--- src/rtl/prco_uart_loader_pkg.sv ---
// Shared constants for the PRCO UART boot loader: frame FSM state
// encodings plus the default sync marker and image size limit.
package prco_constants;

    typedef enum logic [2:0] {
        ST_IDLE   = 3'd0,
        ST_LEN_HI = 3'd1,
        ST_LEN_LO = 3'd2,
        ST_DAT_HI = 3'd3,
        ST_DAT_LO = 3'd4,
        ST_CSUM   = 3'd5,
        ST_DONE   = 3'd6,
        ST_ERR    = 3'd7
    } loader_state_e;

    localparam logic [7:0] SYNC_BYTE_DEFAULT = 8'hA5;
    localparam int         MAX_WORDS_DEFAULT = 256;

endpackage

--- src/rtl/prco_loader_rx_if.sv ---
// RX FIFO handshake for the boot loader. Latches the FIFO head byte,
// pops it with a one-cycle strobe and flags the same cycle as the
// byte-valid strobe for the frame FSM. No new byte is sampled while a
// pop is outstanding, which caps throughput at one byte per two cycles.
module prco_loader_rx_if (
    input  logic       i_clk,
    input  logic       i_reset,
    input  logic [7:0] i_rx_byte,
    input  logic       i_rx_empty,
    output logic       q_rx_pop,
    output logic       q_byte_valid,
    output logic [7:0] q_byte
);

    logic       pop_q;
    logic       pop_d;
    logic [7:0] byte_q;
    logic [7:0] byte_d;

    // Sample the head byte only when data is present and no pop is pending
    always_comb begin
        pop_d  = 1'b0;
        byte_d = byte_q;
        if (!i_rx_empty && !pop_q) begin
            pop_d  = 1'b1;
            byte_d = i_rx_byte;
        end
    end

    // Pop strobe and latched byte registers
    always_ff @(posedge i_clk or posedge i_reset) begin
        if (i_reset) begin
            pop_q  <= 1'b0;
            byte_q <= 8'h00;
        end else begin
            pop_q  <= pop_d;
            byte_q <= byte_d;
        end
    end

    assign q_rx_pop     = pop_q;
    assign q_byte_valid = pop_q;
    assign q_byte       = byte_q;

endmodule

--- src/rtl/prco_uart_loader.sv ---
// UART boot loader: parses SYNC, LEN_HI, LEN_LO, LEN big-endian words and
// an XOR checksum, writes the words to local memory from address 0 and
// releases the core from reset only after the checksum matches.
// Optional inter-byte timeout is compiled in with PRCO_LOADER_TIMEOUT_EN.
module prco_uart_loader
    import prco_constants::*;
#(
    parameter int         ADDR_W         = 16,
    parameter int         MAX_WORDS      = MAX_WORDS_DEFAULT,
    parameter logic [7:0] SYNC_BYTE      = SYNC_BYTE_DEFAULT,
    parameter int         TIMEOUT_CYCLES = 1_000_000
) (
    input  logic              i_clk,
    input  logic              i_reset,
    input  logic [7:0]        i_rx_byte,
    input  logic              i_rx_empty,
    output logic              q_rx_pop,
    output logic              q_mem_we,
    output logic [ADDR_W-1:0] q_mem_addr,
    output logic [15:0]       q_mem_din,
    output logic              q_core_reset,
    output logic              q_busy,
    output logic              q_done,
    output logic              q_error
);

    localparam logic [16:0] MAX_LEN = 17'(MAX_WORDS);

    loader_state_e     state_q, state_d;
    logic [ADDR_W-1:0] addr_q, addr_d;
    logic [15:0]       count_q, count_d;
    logic [7:0]        lenHi_q, lenHi_d;
    logic [7:0]        hi_q, hi_d;
    logic [7:0]        csum_q, csum_d;
    logic              we_q, we_d;
    logic [15:0]       din_q, din_d;
    logic              core_q, core_d;
    logic              err_q, err_d;
    logic              busy_q, busy_d;
    logic              done_q, done_d;
    logic              byteValid;
    logic [7:0]        rxByte;
    logic [15:0]       lenWord;

    prco_loader_rx_if u_rx_if (
        .i_clk        (i_clk),
        .i_reset      (i_reset),
        .i_rx_byte    (i_rx_byte),
        .i_rx_empty   (i_rx_empty),
        .q_rx_pop     (q_rx_pop),
        .q_byte_valid (byteValid),
        .q_byte       (rxByte)
    );

    assign lenWord = {lenHi_q, rxByte};

`ifdef PRCO_LOADER_TIMEOUT_EN
    localparam int TMR_W = $clog2(TIMEOUT_CYCLES + 1);

    logic [TMR_W-1:0] timer_q;
    logic [TMR_W-1:0] timer_d;
    logic             frameActive;
    logic             timeout;

    assign frameActive = (state_q != ST_IDLE) && (state_q != ST_DONE) && (state_q != ST_ERR);
    assign timer_d     = (!frameActive || byteValid) ? '0 : timer_q + TMR_W'(1);
    assign timeout     = frameActive && !byteValid && (timer_q == TMR_W'(TIMEOUT_CYCLES - 1));

    // Idle-cycle counter that restarts on every byte inside a frame
    always_ff @(posedge i_clk or posedge i_reset) begin
        if (i_reset) begin
            timer_q <= '0;
        end else begin
            timer_q <= timer_d;
        end
    end
`endif

    // Frame parser: next state, counters, checksum and output flags
    always_comb begin
        state_d = state_q;
        addr_d  = addr_q;
        count_d = count_q;
        lenHi_d = lenHi_q;
        hi_d    = hi_q;
        csum_d  = csum_q;
        we_d    = 1'b0;
        din_d   = din_q;
        core_d  = core_q;
        err_d   = err_q;
        busy_d  = busy_q;
        done_d  = 1'b0;

        if (we_q) begin
            addr_d = addr_q + ADDR_W'(1);
        end

        case (state_q)
            ST_IDLE, ST_ERR: begin
                if (byteValid && rxByte == SYNC_BYTE) begin
                    state_d = ST_LEN_HI;
                    addr_d  = '0;
                    csum_d  = 8'h00;
                    core_d  = 1'b1;
                    err_d   = 1'b0;
                    busy_d  = 1'b1;
                end
            end
            ST_LEN_HI: begin
                if (byteValid) begin
                    lenHi_d = rxByte;
                    state_d = ST_LEN_LO;
                end
            end
            ST_LEN_LO: begin
                if (byteValid) begin
                    if (lenWord == 16'd0 || {1'b0, lenWord} > MAX_LEN) begin
                        state_d = ST_ERR;
                        err_d   = 1'b1;
                        busy_d  = 1'b0;
                    end else begin
                        count_d = lenWord;
                        state_d = ST_DAT_HI;
                    end
                end
            end
            ST_DAT_HI: begin
                if (byteValid) begin
                    hi_d    = rxByte;
                    csum_d  = csum_q ^ rxByte;
                    state_d = ST_DAT_LO;
                end
            end
            ST_DAT_LO: begin
                if (byteValid) begin
                    we_d    = 1'b1;
                    din_d   = {hi_q, rxByte};
                    csum_d  = csum_q ^ rxByte;
                    count_d = count_q - 16'd1;
                    state_d = (count_q == 16'd1) ? ST_CSUM : ST_DAT_HI;
                end
            end
            ST_CSUM: begin
                if (byteValid) begin
                    busy_d = 1'b0;
                    if (rxByte == csum_q) begin
                        state_d = ST_DONE;
                        done_d  = 1'b1;
                        core_d  = 1'b0;
                    end else begin
                        state_d = ST_ERR;
                        err_d   = 1'b1;
                    end
                end
            end
            ST_DONE: begin
                state_d = ST_IDLE;
            end
            default: begin
                state_d = ST_IDLE;
            end
        endcase

`ifdef PRCO_LOADER_TIMEOUT_EN
        if (timeout) begin
            state_d = ST_ERR;
            err_d   = 1'b1;
            busy_d  = 1'b0;
        end
`endif
    end

    // State and datapath registers
    always_ff @(posedge i_clk or posedge i_reset) begin
        if (i_reset) begin
            state_q <= ST_IDLE;
            addr_q  <= '0;
            count_q <= 16'd0;
            lenHi_q <= 8'h00;
            hi_q    <= 8'h00;
            csum_q  <= 8'h00;
            we_q    <= 1'b0;
            din_q   <= 16'h0000;
            core_q  <= 1'b1;
            err_q   <= 1'b0;
            busy_q  <= 1'b0;
            done_q  <= 1'b0;
        end else begin
            state_q <= state_d;
            addr_q  <= addr_d;
            count_q <= count_d;
            lenHi_q <= lenHi_d;
            hi_q    <= hi_d;
            csum_q  <= csum_d;
            we_q    <= we_d;
            din_q   <= din_d;
            core_q  <= core_d;
            err_q   <= err_d;
            busy_q  <= busy_d;
            done_q  <= done_d;
        end
    end

    assign q_mem_we     = we_q;
    assign q_mem_addr   = addr_q;
    assign q_mem_din    = din_q;
    assign q_core_reset = core_q;
    assign q_busy       = busy_q;
    assign q_done       = done_q;
    assign q_error      = err_q;

endmodule

--- config.mk ---
export PLATFORM = sky130hd
export DESIGN_NAME = prco_uart_loader
export DESIGN_NICKNAME = d
export VERILOG_FILES = /design/src/rtl/prco_uart_loader_pkg.sv /design/src/rtl/prco_loader_rx_if.sv /design/src/rtl/prco_uart_loader.sv
export SDC_FILE = /design/constraint.sdc
export NUM_CORES = 1
export LEC_CHECK = 0
export CAP_MARGIN = 20
export CORE_ASPECT_RATIO = 2
export CORE_MARGIN = 2
export CORE_UTILIZATION = 30
export DETAILED_ROUTE_END_ITERATION = 10
export GPL_ROUTABILITY_DRIVEN = 0
export GPL_TIMING_DRIVEN = 0
export MAX_ROUTING_LAYER = met4
export PLACE_DENSITY = 0.45
export SLEW_MARGIN = 15
export SYNTH_ARGS = -nofsm -noshare
export SYNTH_HDL_FRONTEND = slang
export SYNTH_SLANG_ARGS = --single-unit
--- constraint.sdc ---
create_clock -name i_clk -period 6.45 [get_ports i_clk]
set_input_delay 0.9675 -clock i_clk [delete_from_list [all_inputs] [get_ports i_clk]]
set_output_delay 0.9675 -clock i_clk [all_outputs]
set_load 0.01 [all_outputs]
=== Word level (Yosys, flattened, before mapping) ===
Index checks and enable logic that the tools add are counted.

* Add/subtract/negate cells: 2
* Bitwise operators: 1
* Reduce and logical (&&, ||, !) cells: 22
* Multiplexer cells: 40
* $lt $le $gt $ge: 1
* Equal/unequal tests: 21

{| class="wikitable"
|+ Operator list
! operator !! number
|-
| $mux 16 || 6
|-
| $pmux 16 s2 || 1
|-
| $mux 3 || 8
|-
| $pmux 3 s7 || 1
|-
| $mux 1 || 18
|-
| $add 16x1->16 const B || 1
|-
| $eq 16x1->1 const B || 1
|-
| $gt 16x9->1 const B || 1
|-
| $logic_not 16->1 || 1
|-
| $mux 8 || 2
|-
| $pmux 8 s2 || 1
|-
| $sub 16x1->16 const B || 1
|-
| $eq 3x3->1 const B || 4
|-
| $ne 2x1->1 const B || 6
|-
| $reduce_and 6->1 || 2
|-
| $ne 2x2->1 const B || 5
|-
| $eq 8x8->1 || 1
|-
| $eq 8x8->1 const B || 1
|-
| $reduce_and 4->1 || 2
|-
| $xor 8x8->8 || 1
|-
| $eq 3x2->1 const B || 2
|-
| $pmux 1 s3 || 2
|-
| $reduce_and 2->1 || 3
|-
| $reduce_bool 2->1 || 3
|-
| 10 further kinds || 13
|}

* Logic and storage cells: 101
* Register bits after elaboration: 89
* Output and inout bits: 38
* Input port bits: 11

=== Logic depth before layout (Yosys ltp) ===
Gate-level depths: netlist of run 1.

* Depth after elaboration: 5
* Mapped depth: 8
* Mapped depth without buffers: 7

=== Cells and area by module ===
A second synthesis of run 1 with hierarchy kept.

* Cells, all modules: 404
* Area total of the unflattened synthesis: 4284.1 µm²

{| class="wikitable"
|+ By module, submodules not included
! module !! cells each !! instances !! area each (µm²) !! sequential area each (µm²)
|-
| prco_uart_loader || 384 || 1 || 3946.3 || 2003.2
|-
| prco_loader_rx_if || 20 || 1 || 337.8 || 225.2
|}

=== Worst setup path before layout of run 1 ===
OpenSTA, ideal clock, no wires.

* Kind: register to register
* Start point: register u_rx_if.byte_q[1], in the netlist u_rx_if.q_byte[1]
* End point: register count_q[3]
* Library setup time: 126 ps
* Stages on the path, launching flop included: 8
* Setup slack: 4395 ps
* Buffers on the path: 2
* Clock period less this slack: 2055 ps
* Arrival time: 1929 ps
* Required time: 6324 ps
* Path through: dfrtp_1 -> buf_6 -> or4_4 -> o21ai_2 -> nand4_2 -> and2_4 -> buf_6 -> a221o_1

* Cells in the longest elaborated chain, start to end: 4
* Elaborated cells on any way between the ends: 5
* Classes of those cells: 1 x order compare; 1 x eq/ne; 3 x reduce/logical

{| class="wikitable"
|+ RTL lines
! item !! line !! source
|-
| start, declared || prco_loader_rx_if.sv:17 || <nowiki>logic [7:0] byte_q;</nowiki>
|-
| start signal, assigned || prco_loader_rx_if.sv:37 || <nowiki>byte_q <= byte_d;</nowiki>
|-
| $gt 16x9->1 or $logic_not 16->1 (tied branches) || prco_uart_loader.sv:117 || <nowiki>if (lenWord == 16'd0 || {1'b0, lenWord} > MAX_LEN) begin</nowiki>
|-
| $logic_or 1x1->1 (*) || prco_uart_loader.sv:117 ||
|-
| $ne 2x2->1 (no source line) (*) || n/a ||
|-
| $reduce_and 4->1 (no source line) (*) || n/a ||
|-
| end signal, assigned || prco_uart_loader.sv:191 || <nowiki>count_q <= count_d;</nowiki>
|-
| end, declared || prco_uart_loader.sv:31 || <nowiki>logic [15:0] count_q, count_d;</nowiki>
|}

Every way passes the cells marked *; elsewhere a longest branch is shown, timed or not.
A chain may end at the register's enable or synchronous reset.

=== Worst setup path after layout of run 1 ===
* Start point: register u_rx_if.pop_q, in the netlist u_rx_if.q_byte_valid
* End point: register csum_q[3]

* Cells in the longest elaborated chain, start to end: 3
* Elaborated cells on any way between the ends: 4
* Classes of those cells: 2 x eq/ne; 2 x reduce/logical

{| class="wikitable"
|+ RTL lines
! item !! line !! source
|-
| start, declared || prco_loader_rx_if.sv:15 || <nowiki>logic pop_q;</nowiki>
|-
| start signal, assigned || prco_loader_rx_if.sv:36 || <nowiki>pop_q <= pop_d;</nowiki>
|-
| $logic_and 1x1->1 || prco_uart_loader.sv:100 || <nowiki>if (byteValid && rxByte == SYNC_BYTE) begin</nowiki>
|-
| $ne 2x2->1 (no source line) || n/a ||
|-
| $reduce_and 3->1 (no source line) (*) || n/a ||
|-
| end signal, assigned || prco_uart_loader.sv:194 || <nowiki>csum_q <= csum_d;</nowiki>
|-
| end, declared || prco_uart_loader.sv:34 || <nowiki>logic [7:0] csum_q, csum_d;</nowiki>
|}

Marked as above.

==> metrics.csv, run 1 <==
stage,metric,value,unit
outcome,status,completed,
grt,total track usage,15.7,%
sta,FMAX,381,MHz
clocking,CTS tree,done,
setup_path,crit path cell chain,clkbuf_1 -> nand4b_1 -> nand2_1 -> a21oi_1 -> o21ai_0 -> o21ai_0,
floorplanning,row count,62,
min_path,hold_sp,hi_q[4],
sta,RSZ-0062 raised after global routing,false,
sta,Final Hold Fails,0,
synth,area share of the largest cell type after synthesis,50.8,%
place,Port Buf Inserts,48,
setup_path,Setup crit end kind,flip-flop,
setup_path,Worst Path Arrival,2.85,ns
floorplanning,Initial Utilization,30.4,%
synth,async set or reset register ratio after synthesis,100,%
synth,leading area contributor after synthesis,dfrtp_1,
synth,"Warnings, synthesis",0,
synth,count of cell types in the netlist,54,
clocking,Clock Tree Root,clkbuf_16,
synth,compound-cell area share of the yosys netlist,9.47,%
power,Leak,2.39,nW
clocking,# hold bufs at CTS,0,
final_layout,area grow syn2layout,23.9,%
sta,pins over their slew limit,0,
floorplanning,die height,174,um
sta,skew final,0.0119,ns
synth,#FFs+latches synth,89,
detailed_routing,Via Count,3366,
setup_path,CP max stage delay,0.56,ns
floorplanning,die footprint,0.0155,sq mm
sta,Tmin final,2.63,ns
detailed_routing,WL per Instance,15.9,um
synth,largest family of logic cells by synthesized area,simple AND/OR/NAND/NOR gates,
clocking,post_cts resized,0,
synth,Mapped Cells,439,
detailed_routing,Routed Antenna Nets,0,
synth,post-synthesis mux area share,7.42,%
sta,# setup viols final,0,
clocking,number of CTS-inserted buffers,9,
detailed_routing,drt drc,0,
setup_path,Worst Path Required,6.67,ns
detailed_routing,final wirelength,11000,um
synth,post-synthesis simple-gate area fraction,21.0,%
detailed_routing,First-pass DRT Iterations,4,
floorplanning,core region area,0.0143,sq mm
clocking,clock sink count,89,
setup_path,CP Launch Point,u_rx_if.q_byte_valid,
setup_path,Critical Path Source Type,flip-flop,
synth,XOR/XNOR Fraction of Synth Area,5.25,%
clocking,clk buf depth,2,
sta,Tcrit/Tclk final,40.7,%
synth,"EDFF count, synth",0,
grt,GRT overflow,0,
clocking,H-tree Lvls,3,
clocking,clock transition at the registers of the reported paths,0.07,ns
floorplanning,Ports,49,
min_path,min-delay worst type,reg2reg,
grt,largest net degree at the start of global routing,55,
sta,Total Neg Setup Slack,0,ns
final_layout,share of cells above drive strength 1,14.1,%
final_layout,Nets,513,
synth,Post-Synth Adder-Cell Area,0.866,%
synth,synth cell count leaders,"dfrtp_1, nand2_1, nor2_1",
sta,Slew headroom,44.1,%
setup_path,"most used cell, CP",o21ai_0,
setup_path,CP max FO,10,
synth,sequential cell area fraction in the yosys report,51.4,%
grt,initial antenna violation count,0,
power,Final Power,2.15,mW
clocking,clock insertion delay at the later pin of the skew report,0.35,ns
synth,mapped cell area,0.00433,sq mm
floorplanning,Die X-Extent,89.0,um
detailed_routing,average via count per standard cell,4.84,
final_layout,Inserted Diodes,0,
power,Max IR drop VDD,0.000139,V
synth,syn avg cell area,9.87,sq um
flow_run,max_cap viols,0,
synth,ys flop type,dfrtp_1,
setup_path,reg-to-reg startpoint,u_rx_if.q_byte_valid,
power,PwrDens,401,mW/mm^2
grt,first-pass GRT wire length,18200,um
detailed_routing,initial detailed-routing violation count,199,
synth,most frequent cell after synthesis,dfrtp_1,
setup_path,"Slowest-stage cell, CP",nand4b_1,
setup_path,Setup CP Type,reg2reg,
sta,worst slew pin tran,0.837,ns
synth,syn nets,453,
synth,top post-synthesis cells by area,"dfrtp_1, mux2_2, nand2_1, nor2_1, o21ai_0",
grt,vias in the first global route,3452,
place,HPWL after detailed placement,7990,um
clocking,post-CTS setup buffers,0,
-- kinds of logic (layout without fill, tap and decap cells) --
logic type,Yosys count,after routing
AND/OR/NAND/NOR,188,188
flip-flops,89,89
AO/OA/AOI/OAI,66,66
buffers and inverters,38,103
multiplexers,29,29
XOR/XNOR,26,26
adder cells (fa/ha/maj),3,3
-- worst max-delay path: cells and delay by family (launching register included) --
family / cells / cell delay (ns)
compound gates: 3 / 0.57
buf+inv: 1 / 0.46
flops: 1 / 0.40
simple gates: 2 / 1.08
-- power breakdown --
group,internal (mW),switching [mW]
Sequential,0.751,0.148
Clock,0.269,0.245
Combinational,0.352,0.386
-- layout by cell type (no fill, tap or decap), types with 14 or more instances in the layout --
cell type	n
dfrtp_1	88
clkdlybuf4s50_1	48
o21ai_0	30
nand2_1	75
a21oi_1	14
xor2_1	17
nor2_1	48
mux2_2	25
-- metrics by stage --
stage | cells | utilization, % | instance area, sq um | hold slack (ns) | setup WS [ns]
floorplan | 439 | - | 4330 | 0.433 | 3.18
CTS | 696 | 37.6 | 5370 | 0.471 | 3.78
global placement | 679 | 35.4 | 5050 | 0.458 | 1.54
finish | 696 | 37.6 | 5370 | 0.470 | 3.82
detailed placement | 680 | 35.6 | 5080 | 0.460 | 3.78
global route | 696 | 37.6 | 5370 | 0.478 | 3.54
-- layer usage --
metal	share of wire, %	vias up	GRT usage [%]	wire length (um)
met4	1.9	0	5.47	212
met2	55	70	27.3	6040
met5	0	-	-	0
li1	-	1632	-	-
met3	2.5	12	2.28	280
met1	41	1652	18.1	4510
-- sequential cells by signal (all words and copies together), names as in the netlist --
signal                flops
q_mem_addr               16
q_error                   1
q_core_reset              1
state_q                   3
q_mem_we                  1
hi_q                      8
q_busy                    1
u_rx_if.q_byte            8
count_q                  16
csum_q                    8
lenHi_q                   8
u_rx_if.q_byte_valid      1
q_mem_din                16
q_done                    1
-- path summary, 6_finish.rpt --
| path | endpoint | slack (ns) | cells after the start |
|---|---|---|---|
| setup / recovery | csum_q[3] | 3.82 | 6 |
| max in group asynchronous | q_core_reset | 4.74 | 3 |
| hold / removal | q_mem_din[12] | 0.47 | 2 |
| setup reg to reg | csum_q[3] | 3.82 | 6 |
| hold reg to reg | q_mem_din[12] | 0.47 | 2 |
| min in group asynchronous | q_mem_addr[12] | 1.01 | 2 |
-- final cells by class --
| cell class | count | area, sq um |
|---|---|---|
| fillers | 1519 | 8900 |
| flip-flops and latches | 89 | 2230 |
| multi-input cells | 312 | 1910 |
| repair buffers | 49 | 508 |
| well taps | 192 | 240 |
| clock buffers | 9 | 225 |
| plain buffers | 28 | 160 |
| clock inverters | 7 | 58.8 |
| inverters | 10 | 40.0 |
Power figures use the tool's default switching activity.
==> run 2: changes to the inputs <==
PLACE_DENSITY = 0.47   (was 0.45)
clock period = 2.3 ns   (was 6.45 ns; I/O delays follow)
==> metrics.csv, run 2 (synthesized netlist as in run 1, its figures left out) <==
stage,metric,value,unit,change
final_layout,"commonest cells after routing, fill and taps aside","dfrtp_1, nand2_1, nor2_1, clkdlybuf4s50_1, o21ai_0",,
setup_path,Worst Path Required,2.53,ns,-4.14 ns
final_layout,Final Util,38.7,%,+1.1 points
detailed_routing,Routed Antenna Nets,0,,unchanged
sta,FMAX,447,MHz,+17%
setup_path,reg-to-reg startpoint,u_rx_if.q_byte[1],,
sta,# setup viols final,0,,unchanged
final_layout,final cell count without fillers,699,,+0.43%
flow_run,max_cap viols,0,,unchanged
final_layout,Inserted Diodes,0,,unchanged
setup_path,"delay-heaviest family, CP",simple AND/OR/NAND/NOR gates,,
grt,largest net degree at the start of global routing,29,,-47%
grt,first-pass GRT wire length,18000,um,-1.1%
setup_path,crit path cell chain,buf_6 -> or4_4 -> o21ai_4 -> nand4_2 -> and2_4 -> buf_6 -> a221o_1,,
final_layout,Nets,516,,+0.58%
power,Max IR drop VDD,0.000560,V,+300%
setup_path,"Slowest-stage cell, CP",or4_4,,
place,dpl cells,682,,+0.29%
grt,vias in the first global route,3376,,-2.2%
sta,Total Neg Setup Slack,0,ns,unchanged
final_layout,share of cells above drive strength 1,16.8,%,+2.7 points
place,HPWL after detailed placement,8060,um,+0.86%
floorplanning,core region area,0.0143,sq mm,unchanged
detailed_routing,initial detailed-routing violation count,158,,-21%
setup_path,CP max stage delay,0.58,ns,+0.02 ns
setup_path,FF-to-FF End,count_q[0],,
outcome,status,completed,,
setup_path,"most used cell, CP",buf_6,,
clocking,clock sink count,89,,unchanged
floorplanning,Initial Utilization,30.4,%,unchanged
sta,skew final,0.00839,ns,-0.00351 ns
clocking,clk buf depth,2,,unchanged
setup_path,Worst Path Arrival,2.47,ns,-0.38 ns
clocking,number of CTS-inserted buffers,9,,unchanged
final_layout,area grow syn2layout,27.5,%,
clocking,CTS tree,done,,
setup_path,"reg-to-reg slack, setup",0.06,ns,-3.76 ns
detailed_routing,drt drc,0,,unchanged
grt,GRT overflow,0,,unchanged
sta,Final Hold Fails,0,,unchanged
sta,smallest hold slack,0.423,ns,-0.0469 ns
floorplanning,row count,62,,unchanged
grt,initial antenna violation count,0,,unchanged
clocking,clock transition at the registers of the reported paths,0.07,ns,about the same
power,Leak,2.46,nW,+3.2%
sta,Slew headroom,48.9,%,+4.8 points
setup_path,Setup CP Type,reg2reg,,
detailed_routing,First-pass DRT Iterations,4,,unchanged
final_layout,"commonest non-fill, non-tap cell in the layout",dfrtp_1,,
detailed_routing,Via Count,3355,,-0.33%
detailed_routing,final wirelength,11000,um,-0.15%
sta,Tmin final,2.24,ns,-0.391 ns
setup_path,CP max FO,9,,-1
grt,total track usage,15.7,%,-0.039 points
detailed_routing,average via count per standard cell,4.80,,-0.75%
place,Port Buf Inserts,48,,unchanged
setup_path,Critical Path Source Type,flip-flop,,
floorplanning,Die X-Extent,89.0,um,unchanged
power,PwrDens,1130,mW/mm^2,+180%
floorplanning,die footprint,0.0155,sq mm,unchanged
min_path,min-delay worst type,in2async,,
setup_path,R2R cell count,7,,+1
clocking,H-tree Lvls,3,,unchanged
floorplanning,die height,174,um,unchanged
sta,Tcrit/Tclk final,97.2,%,+56 points
sta,worst slew pin tran,0.764,ns,-0.0735 ns
detailed_routing,WL per Instance,15.8,um,-0.58%
floorplanning,Ports,49,,unchanged
sta,pins over their slew limit,0,,unchanged
setup_path,Setup crit end kind,flip-flop,,
setup_path,crit path buf inv count,2,,+1
clocking,Clock Tree Root,clkbuf_16,,
clocking,clock insertion delay at the later pin of the skew report,0.35,ns,about the same
-- run 2: area by class of cell --
type | count | area, sq um
Clock inverter | 6 | 76.3
Sequential cell | 89 | 2230
Fill cell | 1493 | 8750
Timing Repair Buffer | 52 | 563
Clock buffer | 10 | 239
Tap cell | 192 | 240
Inverter | 10 | 41.3
Buffer | 28 | 165
Multi-Input combinational cell | 312 | 1970
-- run 2: power by group --
part / switching [mW] / internal [mW]
registers: 0.425 / 2.11
clock network: 0.667 / 0.887
logic: 1.10 / 1.03
total: 2.19 / 4.03
-- run 2: worst reg2reg max path, cell delays in order (launching register included) --
cell     delay, ns
dfrtp_1       0.38
buf_6         0.15
or4_4         0.58
o21ai_4       0.19
nand4_2       0.15
and2_4        0.21
buf_6         0.12
a221o_1       0.34
-- run 2: worst max path at each step --
| stage | startpoint | to | slack [ns] | cells after the start |
|---|---|---|---|---|
| floorplan | u_rx_if.q_byte[1] | count_q[3] | 0.24 | 7 |
| global placement | u_rx_if.q_byte_valid | csum_q[0] | -0.36 | 6 |
| detailed placement | u_rx_if.q_byte_valid | csum_q[0] | -0.35 | 6 |
| CTS | count_q[6] | count_q[15] | 0.03 | 6 |
| global route | u_rx_if.q_byte[1] | count_q[0] | -0.004 | 7 |
| finish | u_rx_if.q_byte[1] | count_q[0] | 0.06 | 7 |
-- run 2: stage by stage --
step / instance area, sq um / power, mW / setup WS (ns)
after floorplan: 4340 / 3.82 / 0.245
after global placement: 5060 / 4.57 / -0.364
after detailed placement: 5130 / 4.63 / -0.351
after CTS: 5470 / 6.22 / 0.0301
after global routing: 5530 / 6.66 / -0.00380
final: 5530 / 6.22 / 0.0639
-- run 2: what timing repair did --
| action | 4_1_cts | 5_1_grt |
|---|---|---|
| gates resized for setup | 4 | 15 |
| pin swaps | 1 | 1 |
| hold buffers | 0 | 0 |
| hold endpoints to repair | 0 | 0 |
| setup endpoints to repair | 24 | 31 |
| buffers inserted | 1 | 0 |
-- run 2: per-layer routing --
layer / track usage, % / vias up / wire [um] / share of wire, %
met5: - / - / 0 / 0
met4: 5.85 / 0 / 244 / 2.2
met3: 2.75 / 11 / 335 / 3.0
met1: 17.2 / 1647 / 4440 / 40
met2: 27.6 / 65 / 6000 / 54
li1: - / 1632 / - / -
==> run 3: changes to the inputs <==
CORE_UTILIZATION = 40   (was 30)
PLACE_DENSITY = 0.59   (was 0.47)
==> metrics.csv, run 3 (synthesized netlist as in run 1, its figures left out) <==
stage,metric,value,unit,change
final_layout,"commonest cells after routing, fill and taps aside","dfrtp_1, nand2_1, nor2_1, clkdlybuf4s50_1, o21ai_0",,
power,internal power,4.12,mW,+2.2%
place,pre-CTS setup slack,-0.282,ns,+0.0694 ns
clocking,clock sink count,89,,unchanged
clocking,number of CTS-inserted buffers,9,,unchanged
sta,Slew headroom,49.8,%,+0.88 points
power,Clk pwr share,25.8,%,+0.8 points
power,Max IR drop VDD,0.000682,V,+22%
sta,Tcrit/Tclk final,96.9,%,-0.28 points
clocking,H-tree Lvls,3,,unchanged
grt,largest net degree at the start of global routing,37,,+28%
power,Reg power frac,40.4,%,-0.3 points
grt,total track usage,19.4,%,+3.7 points
floorplanning,Ports,49,,unchanged
grt,first-pass GRT wire length,17300,um,-3.8%
setup_path,CP max FO,10,,+1
grt,M1 GR Usage,21.3,%,+4.1 points
sta,Final Worst Setup Slack,0.0704,ns,+0.00651 ns
min_path,min-delay worst type,in2async,,
power,combinational share of power,33.8,%,-0.5 points
sta,skew final,0.00562,ns,-0.00278 ns
flow_run,max_cap viols,0,,unchanged
clocking,Clock Tree Root,clkbuf_16,,
setup_path,Setup CP Type,reg2reg,,
detailed_routing,drt drc,0,,unchanged
power,sw frac,34.3,%,-0.92 points
floorplanning,die footprint,0.0117,sq mm,-24%
floorplanning,Die X-Extent,77.6,um,-13%
clocking,clk buf depth,2,,unchanged
setup_path,reg-to-reg startpoint,u_rx_if.q_byte[2],,
setup_path,Setup crit end kind,flip-flop,,
detailed_routing,final wirelength,10100,um,-8.4%
final_layout,"commonest non-fill, non-tap cell in the layout",dfrtp_1,,
outcome,status,completed,,
detailed_routing,average via count per standard cell,5.23,,+8.9%
grt,GRT overflow,0,,unchanged
power,Leak,2.45,nW,-0.47%
setup_path,Worst Path Arrival,2.45,ns,-0.02 ns
detailed_routing,initial detailed-routing violation count,161,,+1.9%
sta,FMAX,449,MHz,+0.29%
grt,met3 Usage GRT,3.34,%,+0.58 points
final_layout,Nets,515,,-0.19%
place,HPWL after detailed placement,7320,um,-9.2%
final_layout,Inserted Diodes,0,,unchanged
floorplanning,die height,151,um,-13%
detailed_routing,First-pass DRT Iterations,4,,unchanged
final_layout,final cell count without fillers,643,,-8.0%
power,PwrDens,1150,mW/mm^2,+2.6%
floorplanning,row count,53,,-15%
grt,GRT Max-Usage Layer,met2,,
power,Sw Pwr,2.15,mW,-1.8%
final_layout,area grow syn2layout,25.3,%,
sta,# setup viols final,0,,unchanged
grt,initial antenna violation count,0,,unchanged
final_layout,share of cells above drive strength 1,16.2,%,-0.56 points
grt,M2 GR Usage,33.9,%,+6.3 points
setup_path,R2R cell count,7,,unchanged
setup_path,Critical Path Source Type,flip-flop,,
clocking,clock insertion delay at the later pin of the skew report,0.35,ns,about the same
clocking,clock transition at the registers of the reported paths,0.06,ns,about the same
setup_path,Worst Path Required,2.53,ns,about the same
setup_path,CP Launch Point,u_rx_if.q_byte[2],,
clocking,CTS tree,done,,
sta,Final Hold Fails,0,,unchanged
sta,worst slew pin tran,0.751,ns,-0.0132 ns
final_layout,Layout fillers,946,,-37%
place,dpl cells,626,,-8.2%
floorplanning,Initial Utilization,41.1,%,+11 points
place,Port Buf Inserts,48,,unchanged
floorplanning,core region area,0.0105,sq mm,-26%
detailed_routing,Via Count,3361,,+0.18%
detailed_routing,WL per Instance,15.7,um,-0.41%
grt,vias in the first global route,3447,,+2.1%
power,Final Power,6.27,mW,+0.81%
sta,pins over their slew limit,0,,unchanged
detailed_routing,Routed Antenna Nets,0,,unchanged
clocking,# hold bufs at CTS,0,,unchanged
sta,Tmin final,2.23,ns,-0.00651 ns
## run 3: layout make-up
type,count,area (sq um),share of cell area [%]
repair buffers,51,528,9.72
multi-input cells,312,1970,36.2
flip-flops and latches,89,2230,41.0
plain buffers,28,165,3.04
well taps,137,171,3.16
inverters,10,41.3,0.760
clock inverters,6,90.1,1.66
clock buffers,10,239,4.40
## run 3: worst max-delay path, cell delays in order (launching register included)
cell	delay, ns
dfrtp_1	0.36
buf_4	0.18
or4_1	0.59
o21ai_4	0.18
nand4_2	0.14
and2_4	0.20
buf_6	0.12
a221o_1	0.34
## run 3: path summary, 6_finish.rpt
path,to,slack [ns]
worst min-delay path,count_q[13],0.38
min in group i_clk,q_mem_din[10],0.46
worst min register to register,q_mem_din[10],0.46
max in group asynchronous,q_core_reset,1.31
worst max-delay path,count_q[0],0.07
worst max register to register,count_q[0],0.07
## run 3: repair_timing
action / CTS / global route
setup buffers: 1 / 0
pin swaps: 1 / 0
gates resized for setup: 3 / 13
setup endpoints to repair: 20 / 35
hold endpoints to repair: 0 / 0
## run 3: layer usage
layer / up-vias / share of wire (%) / routed length, um
li1: 1626 / - / -
met1: 1641 / 41 / 4100
met2: 75 / 53 / 5360
met3: 19 / 3.2 / 322
met4: 0 / 3.1 / 310
met5: - / 0 / 0
## run 3: stage by stage
stage / hold WS [ns] / setup TNS [ns] / util (%) / cell area (sq um)
CTS: 0.394 / 0 / 51.0 / 5380
global placement: 0.445 / -8.39 / 47.3 / 4990
global route: 0.412 / -0.0124 / 51.5 / 5430
floorplan: 0.433 / 0 / - / 4340
finish: 0.381 / 0 / 51.5 / 5430
detailed placement: 0.452 / -2.23 / 47.7 / 5030
## run 3: power groups by stage
stage	logic [mW]	clock network [mW]	registers, mW
after floorplan	1.29	0	2.53
after global placement	2.01	0	2.52
after detailed placement	2.06	0	2.54
after CTS	2.08	1.65	2.52
after global routing	2.36	1.72	2.62
final	2.12	1.62	2.54
